[src/rtl/mem_arbiter_pkg.sv]
// Shared constants, owner encoding and response-pipe entry type for the memory arbiter.
package mem_arbiter_pkg;

    localparam int unsigned RegWidth  = 32;
    localparam int unsigned InstWidth = 32;
    localparam logic [RegWidth-1:0] PcRst = 32'h8000_0000;

    // Which requester a pipe entry belongs to
    typedef enum logic {
        MemOwnIfu = 1'b0,
        MemOwnLsu = 1'b1
    } memOwner_e;

    // One in-flight access travelling through the response pipe
    typedef struct packed {
        logic      valid;
        memOwner_e owner;
        logic      err;
        logic      isStore;
    } pipeEntry_t;

    // True when the byte address maps onto a word of a 2**idxWidth-word memory
    function automatic logic addrInRange(input logic [RegWidth-1:0] addr,
                                         input int unsigned        idxWidth);
        logic [RegWidth-1:0] offset;
        offset = addr - PcRst;
        return (addr >= PcRst) && ((offset >> (idxWidth + 2)) == '0);
    endfunction

endpackage

[src/rtl/mem_resp_pipe.sv]
// Fixed-latency shift register tracking in-flight memory accesses, with IFU kill.
module mem_resp_pipe
    import mem_arbiter_pkg::*;
#(
    parameter int unsigned MEM_LAT = 1
) (
    input  logic       clk,
    input  logic       rst,
    input  pipeEntry_t pushEntry,
    input  logic       killIfu,
    output pipeEntry_t headEntry
);

    pipeEntry_t stages [MEM_LAT];

    // Drop an IFU entry when a fetch redirect is active
    function automatic pipeEntry_t applyKill(input pipeEntry_t entry, input logic kill);
        pipeEntry_t result;
        result = entry;
        if (kill && (entry.owner == MemOwnIfu)) begin
            result.valid = 1'b0;
        end
        return result;
    endfunction

    // Advance entries one stage per cycle, scrubbing IFU entries on kill
    always_ff @(posedge clk) begin
        if (rst) begin
            for (int unsigned i = 0; i < MEM_LAT; i++) begin
                stages[i] <= '0;
            end
        end else begin
            stages[0] <= pushEntry;
            for (int unsigned i = 1; i < MEM_LAT; i++) begin
                stages[i] <= applyKill(stages[i-1], killIfu);
            end
        end
    end

    // Head is killed in the same cycle as the redirect and hidden during reset
    always_comb begin
        headEntry = applyKill(stages[MEM_LAT-1], killIfu);
        if (rst) begin
            headEntry.valid = 1'b0;
        end
    end

endmodule

[src/rtl/mem_arbiter.sv]
// Shares one pipelined single-port memory between instruction fetch and load/store.
module mem_arbiter
    import mem_arbiter_pkg::*;
#(
    parameter int unsigned MEM_AW        = 8,
    parameter int unsigned MEM_LAT       = 1,
    parameter int unsigned LS_STREAK_MAX = 4
) (
    input  logic                 clk,
    input  logic                 rst,

    input  logic                 ifu_req_valid,
    output logic                 ifu_req_ready,
    input  logic [RegWidth-1:0]  ifu_addr,
    input  logic                 ifu_flush,
    output logic                 ifu_resp_valid,
    output logic [InstWidth-1:0] ifu_resp_data,
    output logic                 ifu_resp_err,

    input  logic                 lsu_req_valid,
    output logic                 lsu_req_ready,
    input  logic [RegWidth-1:0]  lsu_addr,
    input  logic                 lsu_wen,
    input  logic [RegWidth-1:0]  lsu_wdata,
    input  logic [3:0]           lsu_wmask,
    output logic                 lsu_resp_valid,
    output logic [RegWidth-1:0]  lsu_resp_data,
    output logic                 lsu_resp_err,

    output logic                 mem_en,
    output logic                 mem_wen,
    output logic [MEM_AW-1:0]    mem_idx,
    output logic [RegWidth-1:0]  mem_wdata,
    output logic [3:0]           mem_wmask,
    input  logic [RegWidth-1:0]  mem_rdata
);

    localparam int unsigned StreakWidth = $clog2(LS_STREAK_MAX + 1);

    logic [StreakWidth-1:0] streak;
    logic                   ifuEligible;
    logic                   lsuPriority;
    logic                   ifuGrant;
    logic                   lsuGrant;
    logic                   ifuInRange;
    logic                   lsuInRange;
    logic [RegWidth-1:0]    respData;
    pipeEntry_t             pushEntry;
    pipeEntry_t             headEntry;

    // Address range decode for both requesters
    always_comb begin
        ifuInRange = addrInRange(ifu_addr, MEM_AW);
        lsuInRange = addrInRange(lsu_addr, MEM_AW);
    end

    // One grant per cycle: LSU first until its streak is used up, then a waiting IFU
    always_comb begin
        ifuEligible = ifu_req_valid && !ifu_flush;
        lsuPriority = streak < StreakWidth'(LS_STREAK_MAX);
        lsuGrant    = !rst && lsu_req_valid && (lsuPriority || !ifuEligible);
        ifuGrant    = !rst && !lsuGrant && ifuEligible;
    end

    assign ifu_req_ready = ifuGrant;
    assign lsu_req_ready = lsuGrant;

    // Count LSU grants taken while the IFU waits; any IFU grant or idle IFU resets it
    always_ff @(posedge clk) begin
        if (rst) begin
            streak <= '0;
        end else if (!ifu_req_valid || ifuGrant) begin
            streak <= '0;
        end else if (lsuGrant && lsuPriority) begin
            streak <= streak + StreakWidth'(1);
        end
    end

    // Drive the memory port only for granted, in-range accesses
    always_comb begin
        mem_en    = 1'b0;
        mem_wen   = 1'b0;
        mem_idx   = '0;
        mem_wdata = '0;
        mem_wmask = '0;
        if (lsuGrant && lsuInRange) begin
            mem_en    = 1'b1;
            mem_wen   = lsu_wen;
            mem_idx   = MEM_AW'((lsu_addr - PcRst) >> 2);
            mem_wdata = lsu_wdata;
            mem_wmask = lsu_wmask;
        end else if (ifuGrant && ifuInRange) begin
            mem_en    = 1'b1;
            mem_idx   = MEM_AW'((ifu_addr - PcRst) >> 2);
        end
    end

    // Every grant, including out-of-range ones, enters the response pipe
    always_comb begin
        pushEntry = '0;
        if (lsuGrant) begin
            pushEntry.valid   = 1'b1;
            pushEntry.owner   = MemOwnLsu;
            pushEntry.err     = !lsuInRange;
            pushEntry.isStore = lsu_wen;
        end else if (ifuGrant) begin
            pushEntry.valid   = 1'b1;
            pushEntry.owner   = MemOwnIfu;
            pushEntry.err     = !ifuInRange;
        end
    end

    mem_resp_pipe #(
        .MEM_LAT (MEM_LAT)
    ) u_resp_pipe (
        .clk       (clk),
        .rst       (rst),
        .pushEntry (pushEntry),
        .killIfu   (ifu_flush),
        .headEntry (headEntry)
    );

    // Route the head of the pipe to its owner; errors and stores carry no data
    always_comb begin
        ifu_resp_valid = 1'b0;
        ifu_resp_data  = '0;
        ifu_resp_err   = 1'b0;
        lsu_resp_valid = 1'b0;
        lsu_resp_data  = '0;
        lsu_resp_err   = 1'b0;
        respData       = (headEntry.err || headEntry.isStore) ? '0 : mem_rdata;
        if (headEntry.valid) begin
            if (headEntry.owner == MemOwnLsu) begin
                lsu_resp_valid = 1'b1;
                lsu_resp_data  = respData;
                lsu_resp_err   = headEntry.err;
            end else begin
                ifu_resp_valid = 1'b1;
                ifu_resp_data  = InstWidth'(respData);
                ifu_resp_err   = headEntry.err;
            end
        end
    end

endmodule

[config.mk]
export PLATFORM = sky130hd
export DESIGN_NAME = mem_arbiter
export DESIGN_NICKNAME = d
export VERILOG_FILES = /design/src/rtl/mem_arbiter_pkg.sv /design/src/rtl/mem_resp_pipe.sv /design/src/rtl/mem_arbiter.sv
export SDC_FILE = /design/constraint.sdc
export NUM_CORES = 1
export LEC_CHECK = 0
export CELL_PAD_IN_SITES_DETAIL_PLACEMENT = 2
export CELL_PAD_IN_SITES_GLOBAL_PLACEMENT = 2
export CORE_MARGIN = 4
export CORE_UTILIZATION = 10
export CTS_CLUSTER_DIAMETER = 80
export DETAILED_ROUTE_END_ITERATION = 8
export PLACE_DENSITY_LB_ADDON = 0.1
export SETUP_SLACK_MARGIN = 0.05
export SLEW_MARGIN = 20
export SYNTH_ARGS = -nofsm -noshare
export SYNTH_HDL_FRONTEND = slang
export SYNTH_HIERARCHICAL = 1
export SYNTH_SLANG_ARGS = --single-unit
[constraint.sdc]
create_clock -name clk -period 2.5 [get_ports clk]
set_input_delay 0.5 -clock clk [delete_from_list [all_inputs] [get_ports clk]]
set_output_delay 0.5 -clock clk [all_outputs]
set_load 0.01 [all_outputs]
==> results of run 1 <==
-- state kept, by name, indices dropped and copies added, names as in the netlist --
signal	cells
u_resp_pipe/stages	4
streak	3
-- repair_timing --
| action | 4_1_cts | 5_1_grt |
|---|---|---|
| pin swaps | 46 | 72 |
| gates cloned | 11 | 3 |
| endpoints found under the setup margin | 116 | 111 |
| buffers inserted | 34 | 22 |
| resized for setup | 599 | 249 |
-- critical path, cell delays in order --
cell and delay, ns:
buf_6 0.10, nor4_4 0.31, buf_4 0.17, nand4_1 0.20, nor3_4 0.26, buf_12 0.13
buf_12 0.09, buf_12 0.11, buf_8 0.11, buf_6 0.09, and2_4 0.12, buf_6 0.09
-- layout by cell type, fill, tap and decap left out, types with 2 or more instances in the layout --
cell type and n:
nor2b_1 5, diode_2 2, buf_4 35, nand4_1 2, nor3_1 4, o22ai_4 3
nor2b_4 3, clkbuf_2 11, clkdlybuf4s50_1 92, nor3b_4 3, buf_6 125, buf_2 19
inv_1 2, and2_1 6, clkdlybuf4s15_1 7, dlygate4sd2_1 12, dfxtp_1 7, buf_8 6
o22ai_2 6, nor4_2 5, or2_4 2, nand2_1 18, and2_4 97, nor4_4 2
buf_12 12, nor4b_4 2, buf_16 5, clkbuf_16 5, nor2_1 2, nand3b_1 2
-- layout make-up --
class,count,area [µm²]
Timing Repair Buffer,327,3450
Fill cell,1372,7180
Sequential cell,7,140
Antenna cell,2,5.00
Inverter,3,11.3
Clock buffer,4,78.8
Multi-Input combinational cell,172,1540
Tap cell,172,215
-- cell families after synthesis --
logic type      count (synthesis)
compound gates                 11
xor+xnor                        1
fa+ha+maj                       1
buf+inv                        19
flops                           7
mux                             1
simple gates                  157
-- routing by layer --
metal | global-route usage (%) | vias to the layer above
met4 | 3.85 | 0
met3 | 6.90 | 10
li1 | - | 1274
met1 | 15.1 | 1262
met5 | 0 | -
met2 | 27.7 | 167
-- power by group --
| group | total (mW) | leakage, nW | internal [mW] | switching [mW] |
|---|---|---|---|---|
| clock | 0.278 | 0.0382 | 0.213 | 0.0650 |
| sequential | 0.120 | 0.0571 | 0.116 | 0.00383 |
| combinational | 0.331 | 2.38 | 0.233 | 0.0982 |
| total | 0.728 | 2.47 | 0.561 | 0.167 |
-- path summary, 6_finish.rpt --
kind / startpoint / to / slack, ns / cells after the start
min: streak[1]$_SDFFE_PP0P_ / streak[1]$_SDFFE_PP0P_ / 0.57 / 2
max: lsu_addr[29] / mem_wdata[4] / -0.30 / 12
min reg2reg: streak[1]$_SDFFE_PP0P_ / streak[1]$_SDFFE_PP0P_ / 0.57 / 2
max reg2reg: streak[2]$_SDFFE_PP0P_ / u_resp_pipe/stages[0][0]$_SDFF_PP0_ / 1.05 / 7
-- per-stage QoR --
stage	total power [mW]	worst slack, ns	area [µm²]
2_1_floorplan	0.160	0.160	1280
4_1_cts	0.707	-0.326	4850
3_3_place_gp	0.408	-0.904	4140
5_1_grt	0.759	-0.395	5440
3_5_place_dp	0.415	-0.921	4140
6_report	0.728	-0.301	5440
==> impl_metrics.ini, run 1 <==
[synth]
synthTopCellsByCount = and2_1 (103), nand2_1 (18), clkbuf_1 (12)
synth_adder_area_share_pct = 0.974
synth-compound-area-share_pct = 5.65
ys_async_sr_fraction_pct = 0
synth-xor-area-share_pct = 0.682
ys_types = 28
syn_area_per_cell_um2 = 6.52
synth.net_count = 336
ys.flop_type = dfxtp_1
syn_area_um2 = 1280
synth_area_leaders = and2_1 (50%), dfxtp_1 (11%), nand2_1 (5.3%), o22ai_1 (4.4%), clkbuf_1 (3.5%)
synth-simple-area-share_pct = 74.5
netlist_instances = 197
synthMostInstantiatedCell = and2_1
yosysWarnings = 6
synth_top_area_cell = and2_1
ys_ff_latch = 7
synth_top_area_share_pct = 50.1
synth_top_family_by_area = simple AND/OR/NAND/NOR gates
synthMuxAreaShare_pct = 0.779
seq_area_frac_synth_pct = 10.9
synth-edff-count = 0

[route]
via_count = 2713
first_pass_iters = 4
wl_per_cell_um = 18.7
wl_met3_um = 1410
top_layer_used = met4
drc = 0
dr.first_iter.drc_count = 38
viasPerCell = 3.95
ant_nets = 0
wl_um = 12800
dr_wl_met2_um = 6760
wl_met1_um = 4480

[global_route]
grt_first_pass_wirelength_um = 17100
antenna_found_initial = 2
grt_pass1_vias = 2990
overflow = 0
grt_usage_pct = 15.0
grt_start_max_net_pins = 33

[status]
violations = setup timing
status = finished with violations

[sta]
period_share_pct = 112
rsz0062_at_grt = yes
finalHoldViolCount = 0
finalSetupTns_ns = -9.06
whs_ns = 0.567
slew_headroom_pct = 70.3
finalWorstSetupSlack_ns = -0.301
tightest_slew_ns = 0.441
min_period_ns = 2.80
finClkSkew_ns = 0.00161
slew_viol_final = 0
setup-violations-final = 49
timing.fmax_mhz = 357

[die]
rows = 41
initial_core_util_pct = 10.2
core-area_um2 = 12600
die_width_um = 121
io_pins = 254
die_y_um = 121
die-area_um2 = 14700

[cells_and_area]
instances_no_fill = 687
utilization_pct = 43.1
final_nets = 653
synthToLayoutAreaGrowth_pct = 323
drive_gt1_share_pct = 67.1

[pwr]
irDropWorstVdd_mv = 0.134
leakagePower_nw = 2.47
power_density_nw_per_um2 = 134

[clock_network]
hold_buffers = 0
cts.sinks = 7
clockBufferDepth = 2
cts_buffers = 3
htree_levels = 1
clkLatencyLatePin_ns = 0.23
cts_root_buffer = clkbuf_16
cts_tree = done
path_clk_slew_ns = 0.04

[worst_setup_path]
worst_ep_required_time_ns = 2.00
crit_path_max_fanout = 4
setup.worst_path.start_class = input port
crit_arrival_ns = 2.30
critPathCaptureType = primary output
path_class = input port to primary output

[worst_hold_path]
hold_class = flop to flop

[place]
gp_congestion = 0.724
dp.cells = 625
hpwl_um = 8750
io_buffer_count = 249

[job]
drv_cap = 0
Note: power is estimated with default switching activity, not from simulation.
==> run 2, diff against run 1 <==
Settings changed: PLACE_DENSITY from default to 0.95, PLACE_DENSITY_LB_ADDON 0.1 to default.
==> run 2 against run 1 <==
Net effect:
- the flow still finishes with violations (setup timing)
- power fell by 2.3%
- first-iteration DRC count grew 5.3%
- wire length decreased by 0.59%
- critical path depth is 6 lower
- highest routed layer unchanged
==> impl_metrics.ini, run 2 (synthesis results as in run 1) <==
[cells_and_area]
drive_gt1_share_pct = 62.7
instances_no_fill = 654
top_register = u_resp_pipe/stages
top_regs = u_resp_pipe/stages (4), streak (3)
synthToLayoutAreaGrowth_pct = 283
utilization_pct = 39.0
largest_reg_flops = 4
layout_common_cells = buf_6 (96), clkdlybuf4s50_1 (90), and2_4 (83)
final_common_cell = buf_6
antennaDiodeCount = 0
n_fill_cell = 1383
design_area_um2 = 4920
final_nets = 622

[sta]
finalWorstSetupSlack_ns = -0.0326
setup-violations-final = 14
slew_headroom_pct = 75.5
min_period_ns = 2.53
timing.fmax_mhz = 395
finClkSkew_ns = 0.00186
finalSetupTns_ns = -0.110
period_share_pct = 101
tightest_slew_ns = 0.364
slew_viol_final = 0
whs_ns = 0.543
finalHoldViolCount = 0
rsz0062_at_grt = yes

[pwr]
power_density_nw_per_um2 = 144
p_clk_share_pct = 37.7
swShare_pct = 22.7
pwr-share-comb_pct = 45.4
irDropWorstVdd_mv = 0.162
pwr-share-seq_pct = 16.8
internal_power_mw = 0.550
leakagePower_nw = 2.28
power_mw = 0.711
p_switching_mw = 0.162

[place]
hpwl_um = 9270
pre_cts_ws_ns = -0.904
io_buffer_count = 249
gp_congestion = 0.741
place_area_um2 = 4100
dp.cells = 620

[global_route]
overflow = 0
gr-usage-met2_pct = 30.0
grt_use_met3_pct = 3.40
grt_usage_pct = 14.9
antenna_found_initial = 0
gr-usage-met1_pct = 15.9
grt-busiest-layer = met2
grt_pass1_vias = 3036
grt_start_max_net_pins = 17
grt_first_pass_wirelength_um = 17200

[worst_setup_path]
critPathCaptureType = primary output
worst_ep_required_time_ns = 2.00
crit_arrival_ns = 2.03
cpPeakStageDelay_ns = 0.51
crit_path_max_fanout = 5
cp_cell_sequence = buf_6, or4_1, or4_4, buf_8, o22ai_2, buf_2
setup.worst_path.start_class = input port
path_class = input port to primary output
cpMaxStageDelayCell = or4_1

[worst_hold_path]
hold_class = flop to flop

[route]
first_pass_iters = 3
drc = 0
ant_nets = 0
viasPerCell = 3.98
dr.first_iter.drc_count = 40
wl_um = 12700
via_count = 2603
wl_per_cell_um = 19.5

[die]
die_width_um = 121
rows = 41
die-area_um2 = 14700
initial_core_util_pct = 10.2
die_y_um = 121
io_pins = 254
core-area_um2 = 12600

[clock_network]
cts.sinks = 7
cts_buffers = 3
clockBufferDepth = 2
cts_root_buffer = clkbuf_16
hold_buffers = 0
path_clk_slew_ns = 0.04
htree_levels = 1
cts_tree = done
clkLatencyLatePin_ns = 0.23

[status]
status = finished with violations
violations = setup timing

[job]
drv_cap = 0
==> run 2: power groups by stage <==
stage / logic [mW] / registers (mW) / clock network [mW]
finish: 0.323 / 0.120 / 0.268
global route: 0.343 / 0.120 / 0.284
CTS: 0.306 / 0.120 / 0.273
detailed placement: 0.300 / 0.121 / 0
global placement: 0.290 / 0.120 / 0
floorplan: 0.0410 / 0.119 / 0
==> run 2: area by class of cell <==
cell class	instances	area (µm²)	area share (%)
flip-flops and latches	7	140	2.85
multi-input cells	171	1480	30.1
inverters	3	11.3	0.229
well taps	172	215	4.37
clock buffers	4	78.8	1.60
repair buffers	297	2990	60.8
==> run 2: worst max-delay path: cells and delay by family <==
kind | cells | cell delay, ns
AOI/OAI and AO/OA | 1 | 0.16
buffers and inverters | 3 | 0.41
and+or+nand+nor | 2 | 0.97
==> run 2: path summary, 6_finish.rpt <==
path / start / endpoint / slack (ns) / cells past startpoint
worst max-delay path: ifu_addr[19] / mem_idx[4] / -0.03 / 6
worst min-delay path: streak[1]$_SDFFE_PP0P_ / streak[1]$_SDFFE_PP0P_ / 0.54 / 2
worst max register to register: streak[2]$_SDFFE_PP0P_ / u_resp_pipe/stages[0][1]$_SDFF_PP0_ / 1.07 / 7
worst min register to register: streak[1]$_SDFFE_PP0P_ / streak[1]$_SDFFE_PP0P_ / 0.54 / 2
==> run 2: metal layers <==
| layer | share of wire (%) | wire length [µm] | up-vias |
|---|---|---|---|
| li1 | - | - | 1212 |
| met3 | 8.0 | 1020 | 4 |
| met5 | 0 | 0 | - |
| met2 | 56 | 7140 | 162 |
| met1 | 35 | 4510 | 1225 |
| met4 | 0.53 | 68 | 0 |
==> run 2: repair_timing <==
| item | in CTS | in global routing |
|---|---|---|
| buffers inserted | 22 | 2 |
| gates cloned | 9 | 3 |
| endpoints found under the hold margin | 0 | 0 |
| setup endpoints to repair | 116 | 112 |
| pin swaps | 47 | 37 |
| resized for setup | 663 | 154 |
==> run 3, diff against run 2 <==
--- a/config.mk
+++ b/config.mk
@@ -6,4 +6,5 @@
 export NUM_CORES = 1
 export LEC_CHECK = 0
+export CAP_MARGIN = 20
 export CELL_PAD_IN_SITES_DETAIL_PLACEMENT = 2
 export CELL_PAD_IN_SITES_GLOBAL_PLACEMENT = 2
@@ -13,4 +14,5 @@
 export DETAILED_ROUTE_END_ITERATION = 8
 export PLACE_DENSITY = 0.95
+export REMOVE_ABC_BUFFERS = 1
 export SETUP_SLACK_MARGIN = 0.05
 export SLEW_MARGIN = 20
==> constraint.sdc (replaced) <==
create_clock -name clk -period 2.5 [get_ports clk]
set_input_delay 0.375 -clock clk [delete_from_list [all_inputs] [get_ports clk]]
set_output_delay 0.375 -clock clk [all_outputs]
set_load 0.01 [all_outputs]
==> run 3 against run 2 <==
Net effect:
- the run now ends clean
- clock-buffer cell count did not move
- global-route usage rose by 0.23 points
- die area did not move
- sequential cell count did not move
- non-clock buffer count fell by 4
- highest routed layer unchanged
==> impl_metrics.ini, run 3 (synthesis results as in run 1) <==
[sta]
setup-violations-final = 0
rsz0062_at_grt = yes
finalWorstSetupSlack_ns = 0.0265
finalHoldViolCount = 0
finClkSkew_ns = 0.00427
slew_viol_final = 0
slew_headroom_pct = 68.5
period_share_pct = 98.9
timing.fmax_mhz = 404
tightest_slew_ns = 0.468
min_period_ns = 2.47

[die]
rows = 41
core-area_um2 = 12600
die-area_um2 = 14700
die_width_um = 121
die_y_um = 121
io_pins = 254
initial_core_util_pct = 10.2

[cells_and_area]
top_regs = u_resp_pipe/stages (4), streak (3)
synthToLayoutAreaGrowth_pct = 242
top_register = u_resp_pipe/stages
layout_common_cells = clkdlybuf4s50_1 (91), and2_1 (88), dlygate4sd2_1 (48)
final_nets = 618
largest_reg_flops = 4
design_area_um2 = 4400
drive_gt1_share_pct = 38.9
utilization_pct = 34.8
instances_no_fill = 651
final_common_cell = clkdlybuf4s50_1

[place]
io_buffer_count = 249
gp_congestion = 0.794
place_area_um2 = 4110
dp.cells = 621
pre_cts_ws_ns = -0.724
hpwl_um = 9320

[route]
drc = 0
wl_um = 11800
ant_nets = 0
wl_per_cell_um = 18.2
via_count = 2564
dr.first_iter.drc_count = 38
viasPerCell = 3.94
first_pass_iters = 4

[clock_network]
cts.sinks = 7
clkLatencyLatePin_ns = 0.23
cts_root_buffer = clkbuf_16
hold_buffers = 0
cts_buffers = 3
clockBufferDepth = 2
path_clk_slew_ns = 0.04
cts_tree = done
htree_levels = 1

[worst_setup_path]
crit_arrival_ns = 2.10
startpoint = ifu_addr[14]
worst_ep_required_time_ns = 2.12
crit_path_max_fanout = 5
r2r_start = streak[2]$_SDFFE_PP0P_
setup.worst_path.start_class = input port
critPathCaptureType = primary output
path_class = input port to primary output

[worst_hold_path]
min_from = streak[1]$_SDFFE_PP0P_
hold_class = flop to flop

[global_route]
overflow = 0
grt_start_max_net_pins = 33
grt_usage_pct = 15.2
grt_first_pass_wirelength_um = 17500
antenna_found_initial = 1
grt_pass1_vias = 3120

[status]
status = finished clean

[pwr]
irDropWorstVdd_mv = 0.133
power_density_nw_per_um2 = 159
leakagePower_nw = 2.15
power_mw = 0.701

[job]
drv_cap = 0
[run 3: cell count changes in the layout (fill, tap and decap cells not counted), moves of 2 or more]
cell / change
o22ai_2: -3
buf_16: -3
clkdlybuf4s15_1: +4
clkbuf_2: +18
and2_4: -68
dlygate4sd2_1: +40
buf_8: -4
and2_1: +68
buf_12: +4
o22ai_1: +2
clkbuf_16: -2
buf_6: -69
buf_2: +8
[run 3: power breakdown]
| group | total, mW | leakage [nW] | switching [mW] | internal, mW |
|---|---|---|---|---|
| clock | 0.275 | 0.0382 | 0.0629 | 0.212 |
| combinational | 0.306 | 2.05 | 0.0950 | 0.211 |
| sequential | 0.120 | 0.0578 | 0.00448 | 0.115 |
| total | 0.701 | 2.15 | 0.162 | 0.538 |
[run 3: final cells by class]
cell class,count,area [µm²]
clock buffer,4,78.8
antenna,1,2.50
sequential,7,144
multi-input combinational,171,1320
tap,172,215
timing repair buffer,293,2620
fill,1426,8220
inverter,3,11.3
[run 3: repair_timing]
action	4_1_cts	5_1_grt
setup buffers	19	3
setup endpoints to repair	113	84
pin swaps	23	9
gates cloned	7	1
gates resized for setup	421	92
[run 3: metal layers]
layer | track usage (%) | up-vias | share of wire (%)
met5 | 0 | - | 0
met4 | 2.24 | 0 | 0.74
met3 | 5.22 | 7 | 12
met2 | 31.2 | 183 | 54
met1 | 14.4 | 1174 | 33
li1 | - | 1200 | -
[run 3: worst max-delay path: stages]
cell     delay, ns
buf_6         0.09
or4_4         0.53
or4_4         0.55
buf_6         0.16
buf_6         0.12
o22ai_4       0.14
buf_6         0.13
[run 3: worst paths after layout]
kind | cells after the start | slack, ns | end
worst max-delay path | 7 | 0.03 | mem_idx[5]
worst min-delay path | 2 | 0.56 | streak[1]$_SDFFE_PP0P_
worst max register to register | 8 | 1.03 | u_resp_pipe/stages[0][0]$_SDFF_PP0_
worst min register to register | 2 | 0.56 | streak[1]$_SDFFE_PP0P_
[run 3: metrics by stage]
stage / hold slack [ns] / TNS, ns
after floorplan: 0.447 / -16.89
after global placement: 0.506 / -50.59
after detailed placement: 0.539 / -54.21
after CTS: 0.564 / 0
after global routing: 0.600 / -0.0105
final: 0.559 / 0
